--- config.mk ---
export PLATFORM = sky130hd
export DESIGN_NAME = load_store_unit
export DESIGN_NICKNAME = d
export VERILOG_FILES = /design/src/rtl/load_store_unit.sv
export SDC_FILE = /design/constraint.sdc
export NUM_CORES = 1
export LEC_CHECK = 0
export BUFFER_PORTS_ARGS = -buffer_cell sky130_fd_sc_hd__buf_4
export CAP_MARGIN = 20
export CORE_ASPECT_RATIO = 2
export CORE_MARGIN = 2
export CORE_UTILIZATION = 46
export DETAILED_ROUTE_END_ITERATION = 12
export GPL_ROUTABILITY_DRIVEN = 0
export PLACE_DENSITY = 0.81
export SYNTH_ARGS = -nofsm -noshare
export SYNTH_HDL_FRONTEND = slang
export SYNTH_SLANG_ARGS = --single-unit
--- constraint.sdc ---
create_clock -name clk -period 1.8 [get_ports clk]
set_input_delay 0.27 -clock clk [delete_from_list [all_inputs] [get_ports clk]]
set_output_delay 0.27 -clock clk [all_outputs]
set_load 0.02 [all_outputs]
--- src/rtl/load_store_unit.sv ---
// Multi-cycle load/store unit: lane steering, load extension, req/ack memory handshake with timeout.
// Define LSU_MISALIGN_TRAP_EN to fault misaligned halfword/word accesses instead of truncating the address.
module load_store_unit #(
  parameter int unsigned TIMEOUT = 255
) (
  input  logic        clk,
  input  logic        reset,
  input  logic        MemRead,
  input  logic        MemWrite,
  input  logic [2:0]  Funct3,
  input  logic [31:0] ALUResult,
  input  logic [31:0] WriteData,
  output logic [31:0] ReadData,
  output logic        Stall,
  output logic        Fault,
  output logic [31:0] FaultAddr,
  output logic        mem_req,
  output logic        mem_we,
  output logic [31:0] mem_addr,
  output logic [31:0] mem_wdata,
  output logic [3:0]  mem_be,
  input  logic [31:0] mem_rdata,
  input  logic        mem_ack
);

  typedef enum logic [1:0] {
    IDLE   = 2'd0,
    ACCESS = 2'd1,
    RESP   = 2'd2,
    FAULT  = 2'd3
  } state_t;

  localparam logic [7:0] TIMEOUT_C = 8'(TIMEOUT);

  state_t      state_q;
  logic [31:0] addr_q;
  logic [2:0]  funct3_q;
  logic        we_q;
  logic [31:0] wdata_q;
  logic [3:0]  be_q;
  logic [7:0]  cnt_q;
  logic [31:0] rdata_q;
  logic [31:0] fault_addr_q;

  logic req_valid;
  logic req_illegal;
  logic req_misalign;

  function automatic logic [31:0] steer_wdata(input logic [2:0] f3, input logic [31:0] wd);
    case (f3[1:0])
      2'b00:   steer_wdata = {4{wd[7:0]}};
      2'b01:   steer_wdata = {2{wd[15:0]}};
      default: steer_wdata = wd;
    endcase
  endfunction

  function automatic logic [3:0] steer_be(input logic [2:0] f3, input logic [1:0] a);
    case (f3[1:0])
      2'b00:   steer_be = 4'b0001 << a;
      2'b01:   steer_be = a[1] ? 4'b1100 : 4'b0011;
      default: steer_be = 4'b1111;
    endcase
  endfunction

  function automatic logic [31:0] extract_load(input logic [2:0] f3, input logic [1:0] a,
                                               input logic [31:0] rd);
    logic [7:0]  b;
    logic [15:0] h;
    b = rd[{a, 3'b000} +: 8];
    h = a[1] ? rd[31:16] : rd[15:0];
    case (f3)
      3'b000:  extract_load = {{24{b[7]}}, b};
      3'b001:  extract_load = {{16{h[15]}}, h};
      3'b100:  extract_load = {24'd0, b};
      3'b101:  extract_load = {16'd0, h};
      default: extract_load = rd;
    endcase
  endfunction

  // Request decode: legality of Funct3 for the access direction and optional alignment trap.
  always_comb begin
    req_valid = MemRead | MemWrite;
    case (Funct3)
      3'b000, 3'b001, 3'b010: req_illegal = 1'b0;
      3'b100, 3'b101:         req_illegal = MemWrite;
      default:                req_illegal = 1'b1;
    endcase
`ifdef LSU_MISALIGN_TRAP_EN
    case (Funct3[1:0])
      2'b01:   req_misalign = ALUResult[0];
      2'b10:   req_misalign = |ALUResult[1:0];
      default: req_misalign = 1'b0;
    endcase
`else
    req_misalign = 1'b0;
`endif
  end

  // Access sequencer; ReadData only changes on a load ack or a fault.
  always_ff @(posedge clk or negedge reset) begin
    if (!reset) begin
      state_q      <= IDLE;
      addr_q       <= 32'd0;
      funct3_q     <= 3'd0;
      we_q         <= 1'b0;
      wdata_q      <= 32'd0;
      be_q         <= 4'd0;
      cnt_q        <= 8'd0;
      rdata_q      <= 32'd0;
      fault_addr_q <= 32'd0;
    end else begin
      case (state_q)
        IDLE: begin
          if (req_valid) begin
            addr_q   <= ALUResult;
            funct3_q <= Funct3;
            we_q     <= MemWrite;
            wdata_q  <= MemWrite ? steer_wdata(Funct3, WriteData) : 32'd0;
            be_q     <= MemWrite ? steer_be(Funct3, ALUResult[1:0]) : 4'd0;
            cnt_q    <= 8'd0;
            if (req_illegal || req_misalign) begin
              state_q      <= FAULT;
              fault_addr_q <= ALUResult;
              rdata_q      <= 32'd0;
            end else begin
              state_q <= ACCESS;
            end
          end else begin
            state_q <= IDLE;
          end
        end
        ACCESS: begin
          if (mem_ack) begin
            if (!we_q) begin
              rdata_q <= extract_load(funct3_q, addr_q[1:0], mem_rdata);
            end else begin
              rdata_q <= rdata_q;
            end
            state_q <= RESP;
          end else if ((cnt_q + 8'd1) >= TIMEOUT_C) begin
            state_q      <= FAULT;
            fault_addr_q <= addr_q;
            rdata_q      <= 32'd0;
          end else begin
            cnt_q <= cnt_q + 8'd1;
          end
        end
        RESP:    state_q <= IDLE;
        FAULT:   state_q <= IDLE;
        default: state_q <= IDLE;
      endcase
    end
  end

  // Stall is raised combinationally on a new request so the core freezes in the issue cycle.
  assign Stall     = reset & (((state_q == IDLE) & req_valid) | (state_q == ACCESS));
  assign mem_req   = (state_q == ACCESS);
  assign Fault     = (state_q == FAULT);
  assign mem_we    = we_q;
  assign mem_addr  = {addr_q[31:2], 2'b00};
  assign mem_wdata = wdata_q;
  assign mem_be    = be_q;
  assign ReadData  = rdata_q;
  assign FaultAddr = fault_addr_q;

endmodule
==> impl_metrics.ini, run 1 <==
[synth]
synth.distinct_cells = 55
yosysSeqAreaShare_pct = 52.8
synth-seq-cells = 146
yosys-top-cells-area = dfrtp_1, mux2_2, a2bb2oi_1
async_flop_share_pct = 100
yosysWarnings = 0
ys.flop_type = dfrtp_1
yosysTopAreaCell = dfrtp_1
synth_edf_count = 0
yosysMostFrequentCell = dfrtp_1
synth_top_cell_area_share_pct = 52.8
synthTopCellsByCount = dfrtp_1, nand2_1, o21ai_0, mux2_2, buf_4
avgSynthCellArea_um2 = 10.9
syn-cell-area_um2 = 6920
syn_inst = 633

[timing]
finalSetupViolCount = 61
tightest_slew_ns = 0.541
timing.final.hold_violations = 0
slew_headroom_pct = 63.9
finClkSkew_ns = 0.00838
fin_crit_sh_pct = 111
max_clock_freq_mhz = 501
grt_setup_unrepaired = yes
report.final.slew_viol_count = 0
fin_tns_setup_ns = -7.63
finalCriticalPeriod_ns = 2.00
setup_ws_ns = -0.196

[setup_path]
rrSetupSlack_ns = -0.20
timing.rr.end = FaultAddr[25]$_DFFE_PN0P_
arrival_ns = 2.32
critPathKind = flip-flop to flip-flop
cp-end-kind = flip-flop
reg2reg_depth = 7
r2r-start = state_q[0]$_DFFE_PN0P_
cp_data_required_time_ns = 2.13
cp-start-kind = flip-flop
crit_fanout = 32

[clocking]
clkTransAtPathRegs_ns = 0.07
clock_sink_count = 146
cts_tree = yes
clockBufferDepth = 2
clkLatencyLatePin_ns = 0.42
cts_made_buffers = 17
clockRootBuffer = clkbuf_16
htreeDepth = 4

[power]
powerDensity_nw_per_um2 = 1930
vdd_drop_max_mv = 1.01
power_leakage_nw = 4.86
p_total_w = 0.0194

[detailed_routing]
dr_total_vias = 6158
drt-pass1-iter-count = 6
drt_wl_total_um = 21500
via_per_inst = 5.65
drt_iter0_drc = 302
ant_nets = 0
remaining_drc_errors = 0
wl_per_cell_um = 19.8

[floorplanning]
fp.dieW_um = 90.7
start_util_pct = 47.0
dieArea_um2 = 16100
core.rowCount = 63
pin_count = 240
fp.dieH_um = 177
core_um2 = 14700

[global_route]
grt_max_degree = 88
grtUsageTotal_pct = 25.1
grt-ovfl-total = 0
antenna_found_initial = 0
grt_pass1_wl_um = 31800
first_global_vias = 6221

[layout]
layout.nets = 988
antenna-diode-count = 0
final_layout_size_suffix_gt1_share_pct = 46.8
layout.cells.non_filler = 1090
area_growth_pct = 45.2

[place]
portBuffers = 237
pre_cts_slack_ns = -0.245
hpwl_um = 14700
post-place-cells = 1045

[run_status]
status = finished, violations left
violations = setup timing

[min_path]
worstHoldEndpoint = ReadData[13]$_DFFE_PN0P_
worst_hold_path.num_cells = 2
min_path_type = input port to flip-flop
hp-start = mem_rdata[13]

[run]
drv_cap = 0
-- critical path: stages, from the launching register on --
cell and delay, ns:
dfrtp_2 0.48, and2_1 0.19, or3_1 0.36, inv_2 0.07, o31a_2 0.15, a21boi_2 0.20
buf_12 0.22, a2bb2oi_1 0.21
-- final cells by class --
| class | instances | area (um2) |
|---|---|---|
| clock buffers | 17 | 425 |
| clock inverters | 15 | 171 |
| fillers | 1131 | 4690 |
| inverters | 13 | 51.3 |
| multi-input cells | 401 | 3030 |
| flip-flops and latches | 146 | 3660 |
| well taps | 195 | 244 |
| repair buffers | 303 | 2480 |
-- logic make-up after synthesis --
logic type | synth area share, %
flops | 52.8
buf+inv | 6.80
other cells | 0.0542
xor+xnor | 0.741
mux | 9.60
simple gates | 8.28
compound gates | 21.4
fa+ha+maj | 0.361
-- flip-flops by register name, summed over array words and instances (netlist names) --
register / count
state_q: 2
ReadData: 32
cnt_q: 8
mem_be: 4
mem_wdata: 32
funct3_q: 3
FaultAddr: 32
addr_q: 32
mem_we: 1
-- per-layer routing --
layer,vias up,share of wire [%],track usage (%)
li1,2781,-,-
met5,-,0,0
met1,3048,36,28.2
met2,278,55,45.6
met4,0,3.0,11.3
met3,51,5.4,4.88
-- per-stage QoR --
step                area, um2  utilization [%]  hold slack, ns
global route            10100             68.2          0.0735
floorplan                6960                -         -0.0256
finish                  10100             68.2          0.0885
CTS                      9780             66.3          0.0724
detailed placement       9060             61.4           0.140
global placement         9060             61.4           0.142
-- how the worst max path moves through the flow --
stage	endpoint	start	slack, ns
floorplan	ReadData[13]$_DFFE_PN0P_	cnt_q[1]$_DFFE_PN0P_	-0.18
global placement	ReadData[9]$_DFFE_PN0P_	cnt_q[1]$_DFFE_PN0P_	-0.16
detailed placement	ReadData[9]$_DFFE_PN0P_	cnt_q[1]$_DFFE_PN0P_	-0.25
CTS	ReadData[9]$_DFFE_PN0P_	cnt_q[0]$_DFFE_PN0P_	-0.19
global route	ReadData[9]$_DFFE_PN0P_	cnt_q[0]$_DFFE_PN0P_	-0.29
finish	FaultAddr[25]$_DFFE_PN0P_	state_q[0]$_DFFE_PN0P_	-0.20
-- power breakdown --
part | internal [W] | total, W | switching [W]
combinational | 0.00463 | 0.00993 | 0.00530
clock | 0.00208 | 0.00360 | 0.00152
sequential | 0.00478 | 0.00584 | 0.00106
total | 0.0115 | 0.0194 | 0.00788
-- placed cells by master (no fill, tap or decap), types with 3 or more instances in the layout --
cell type	count
inv_1	10
inv_6	7
buf_6	6
clkinvlp_4	4
a2bb2oi_1	33
o22ai_1	30
a21o_1	18
buf_4	283
nor2_1	14
a21oi_1	33
a221o_1	8
o221ai_1	7
clkbuf_16	20
nand2_1	53
a22o_1	12
nor2b_1	15
o21ai_2	10
and2_1	3
dfrtp_1	144
a21boi_0	8
o21ai_0	39
mux2i_1	18
nor3b_1	7
mux2_2	41
buf_12	10
-- what timing repair did --
action / 4_1_cts / 5_1_grt
setup buffers: 4 / 7
hold endpoints to repair: 22 / 0
hold buffers: 1 / 0
cloned: 0 / 4
setup endpoints to repair: 74 / 74
gates resized for setup: 32 / 29
pin swaps: 4 / 6
No activity file was read; power rests on OpenSTA's default activity.
==> inputs of run 2 (changes only) <==
--- a/config.mk
+++ b/config.mk
@@ -12,7 +12,9 @@
 export CORE_UTILIZATION = 46
 export DETAILED_ROUTE_END_ITERATION = 12
 export GPL_ROUTABILITY_DRIVEN = 0
+export HOLD_SLACK_MARGIN = 0.15
 export PLACE_DENSITY = 0.81
+export SLEW_MARGIN = 20
 export SYNTH_ARGS = -nofsm -noshare
 export SYNTH_HDL_FRONTEND = slang
 export SYNTH_SLANG_ARGS = --single-unit
==> impl_metrics.ini, run 2 (same netlist as run 1, synthesis figures left out) <==
[run_status]
status = finished, violations left
violations = setup timing

[floorplanning]
core_um2 = 14700
core.rowCount = 63
start_util_pct = 47.0
fp.dieW_um = 90.7
dieArea_um2 = 16100
pin_count = 240
fp.dieH_um = 177

[global_route]
first_global_vias = 6664
grt_pass1_wl_um = 33900
antenna_found_initial = 0
grtUsageTotal_pct = 26.6
grt_max_degree = 88
grt-ovfl-total = 0

[clocking]
clockRootBuffer = clkbuf_16
clock_sink_count = 146
cts_tree = yes
htreeDepth = 4
clkTransAtPathRegs_ns = 0.07
clockBufferDepth = 2
clkLatencyLatePin_ns = 0.42
cts_made_buffers = 17

[timing]
timing.final.hold_violations = 0
finalSetupViolCount = 63
max_clock_freq_mhz = 495
tightest_slew_ns = 0.541
finClkSkew_ns = 0.00892
slew_headroom_pct = 63.9
fin_tns_setup_ns = -8.33
grt_setup_unrepaired = yes
report.final.slew_viol_count = 0
fin_crit_sh_pct = 112
setup_ws_ns = -0.219
finalCriticalPeriod_ns = 2.02
whs_ns = 0.158

[detailed_routing]
remaining_drc_errors = 0
dr_total_vias = 6534
via_per_inst = 5.66
maxUsedRoutingLayer = met4
wl_met1_um = 8120
drt_wl_total_um = 23000
wl_met2_um = 12400
drt-pass1-iter-count = 5
ant_nets = 0
routed-wl-met3_um = 1440
drt_iter0_drc = 291
wl_per_cell_um = 19.9

[place]
pre_cts_slack_ns = -0.245
portBuffers = 237
hpwl_um = 14700
place_area_um2 = 9060

[layout]
layout.nets = 1053
final_layout_size_suffix_gt1_share_pct = 43.8
final_area_um2 = 10700
mostFrequentLayoutCells = buf_4, dfrtp_1, dlygate4sd3_1
final_common_cell = buf_4
antenna-diode-count = 0
area_growth_pct = 54.9
fin_util_pct = 72.8

[power]
pwr-share-clk_pct = 18.4
powerDensity_nw_per_um2 = 1830
switching_share_pct = 40.7
power_leakage_nw = 5.14
power.internal_w = 0.0116
vdd_drop_max_mv = 1.01
seqPwrFrac_pct = 29.8
combPwrFrac_pct = 51.8
p_sw_w = 0.00800

[run]
drv_cap = 0

[setup_path]
cp-end-kind = flip-flop
critPathKind = flip-flop to flip-flop
arrival_ns = 2.33
cp-start-kind = flip-flop
cp_data_required_time_ns = 2.11
crit_fanout = 12

[min_path]
min_path_type = input port to flip-flop
-- run 2: cell types whose count changed in the layout (fill, tap and decap cells not counted) --
cell	delta
inv_2	-1
a2bb2oi_1	-1
buf_4	-1
buf_6	-1
nor2_4	-1
a2bb2oi_2	+1
nor2_2	+1
dlygate4sd3_1	+65
inv_4	+1
buf_8	+1
clkbuf_16	+1
-- run 2: final timing paths --
check	start	cells past startpoint	to	slack, ns
worst min-delay path	WriteData[31]	3	mem_wdata[31]$_DFFE_PN0P_	0.16
worst max register to register	cnt_q[0]$_DFFE_PN0P_	8	ReadData[18]$_DFFE_PN0P_	-0.22
min in group asynchronous	reset	2	addr_q[5]$_DFFE_PN0P_	0.31
worst min register to register	ReadData[27]$_DFFE_PN0P_	1	ReadData[27]$_DFFE_PN0P_	0.48
worst max-delay path	cnt_q[0]$_DFFE_PN0P_	8	ReadData[18]$_DFFE_PN0P_	-0.22
max in group asynchronous	reset	3	mem_wdata[13]$_DFFE_PN0P_	0.72
-- run 2: metrics by stage --
stage                     power, W  instances
final                       0.0196       1155
after floorplan             0.0114        634
after global routing        0.0206       1155
after CTS                   0.0190       1145
after global placement      0.0149       1045
after detailed placement    0.0151       1045
-- run 2: critical path, cell delays in order (launching register included) --
cell	delay (ns)
dfrtp_1	0.42
ha_4	0.21
xnor2_4	0.13
nor3_4	0.23
o2111ai_2	0.15
a21bo_2	0.27
buf_4	0.16
clkbuf_16	0.16
a21o_1	0.19
-- run 2: what timing repair did --
action	in CTS	in global routing
gates cloned	0	4
hold buffers	66	0
endpoints found under the setup margin	74	74
buffers inserted	4	7
gates resized for setup	32	32
pin swaps	4	14
hold endpoints to repair	195	0
-- run 2: layout make-up --
cell class	instances	area, um2
clock inverters	15	171
multi-input cells	401	3030
fillers	987	4010
well taps	195	244
clock buffers	17	425
inverters	13	53.8
repair buffers	368	3150
flip-flops and latches	146	3660
-- run 2: power groups by stage --
stage	Clock [W]	Sequential (W)	Combinational [W]
after floorplan	0	0.00689	0.00451
after global placement	0	0.00577	0.00909
after detailed placement	0	0.00581	0.00929
after CTS	0.00366	0.00580	0.00955
after global routing	0.00381	0.00601	0.0107
final	0.00361	0.00586	0.0102
-- run 2: layer usage --
metal / up-vias / GRT usage, %
met5: - / 0
met4: 0 / 13.6
met3: 78 / 5.69
met2: 316 / 48.0
met1: 3226 / 29.2
li1: 2914 / -
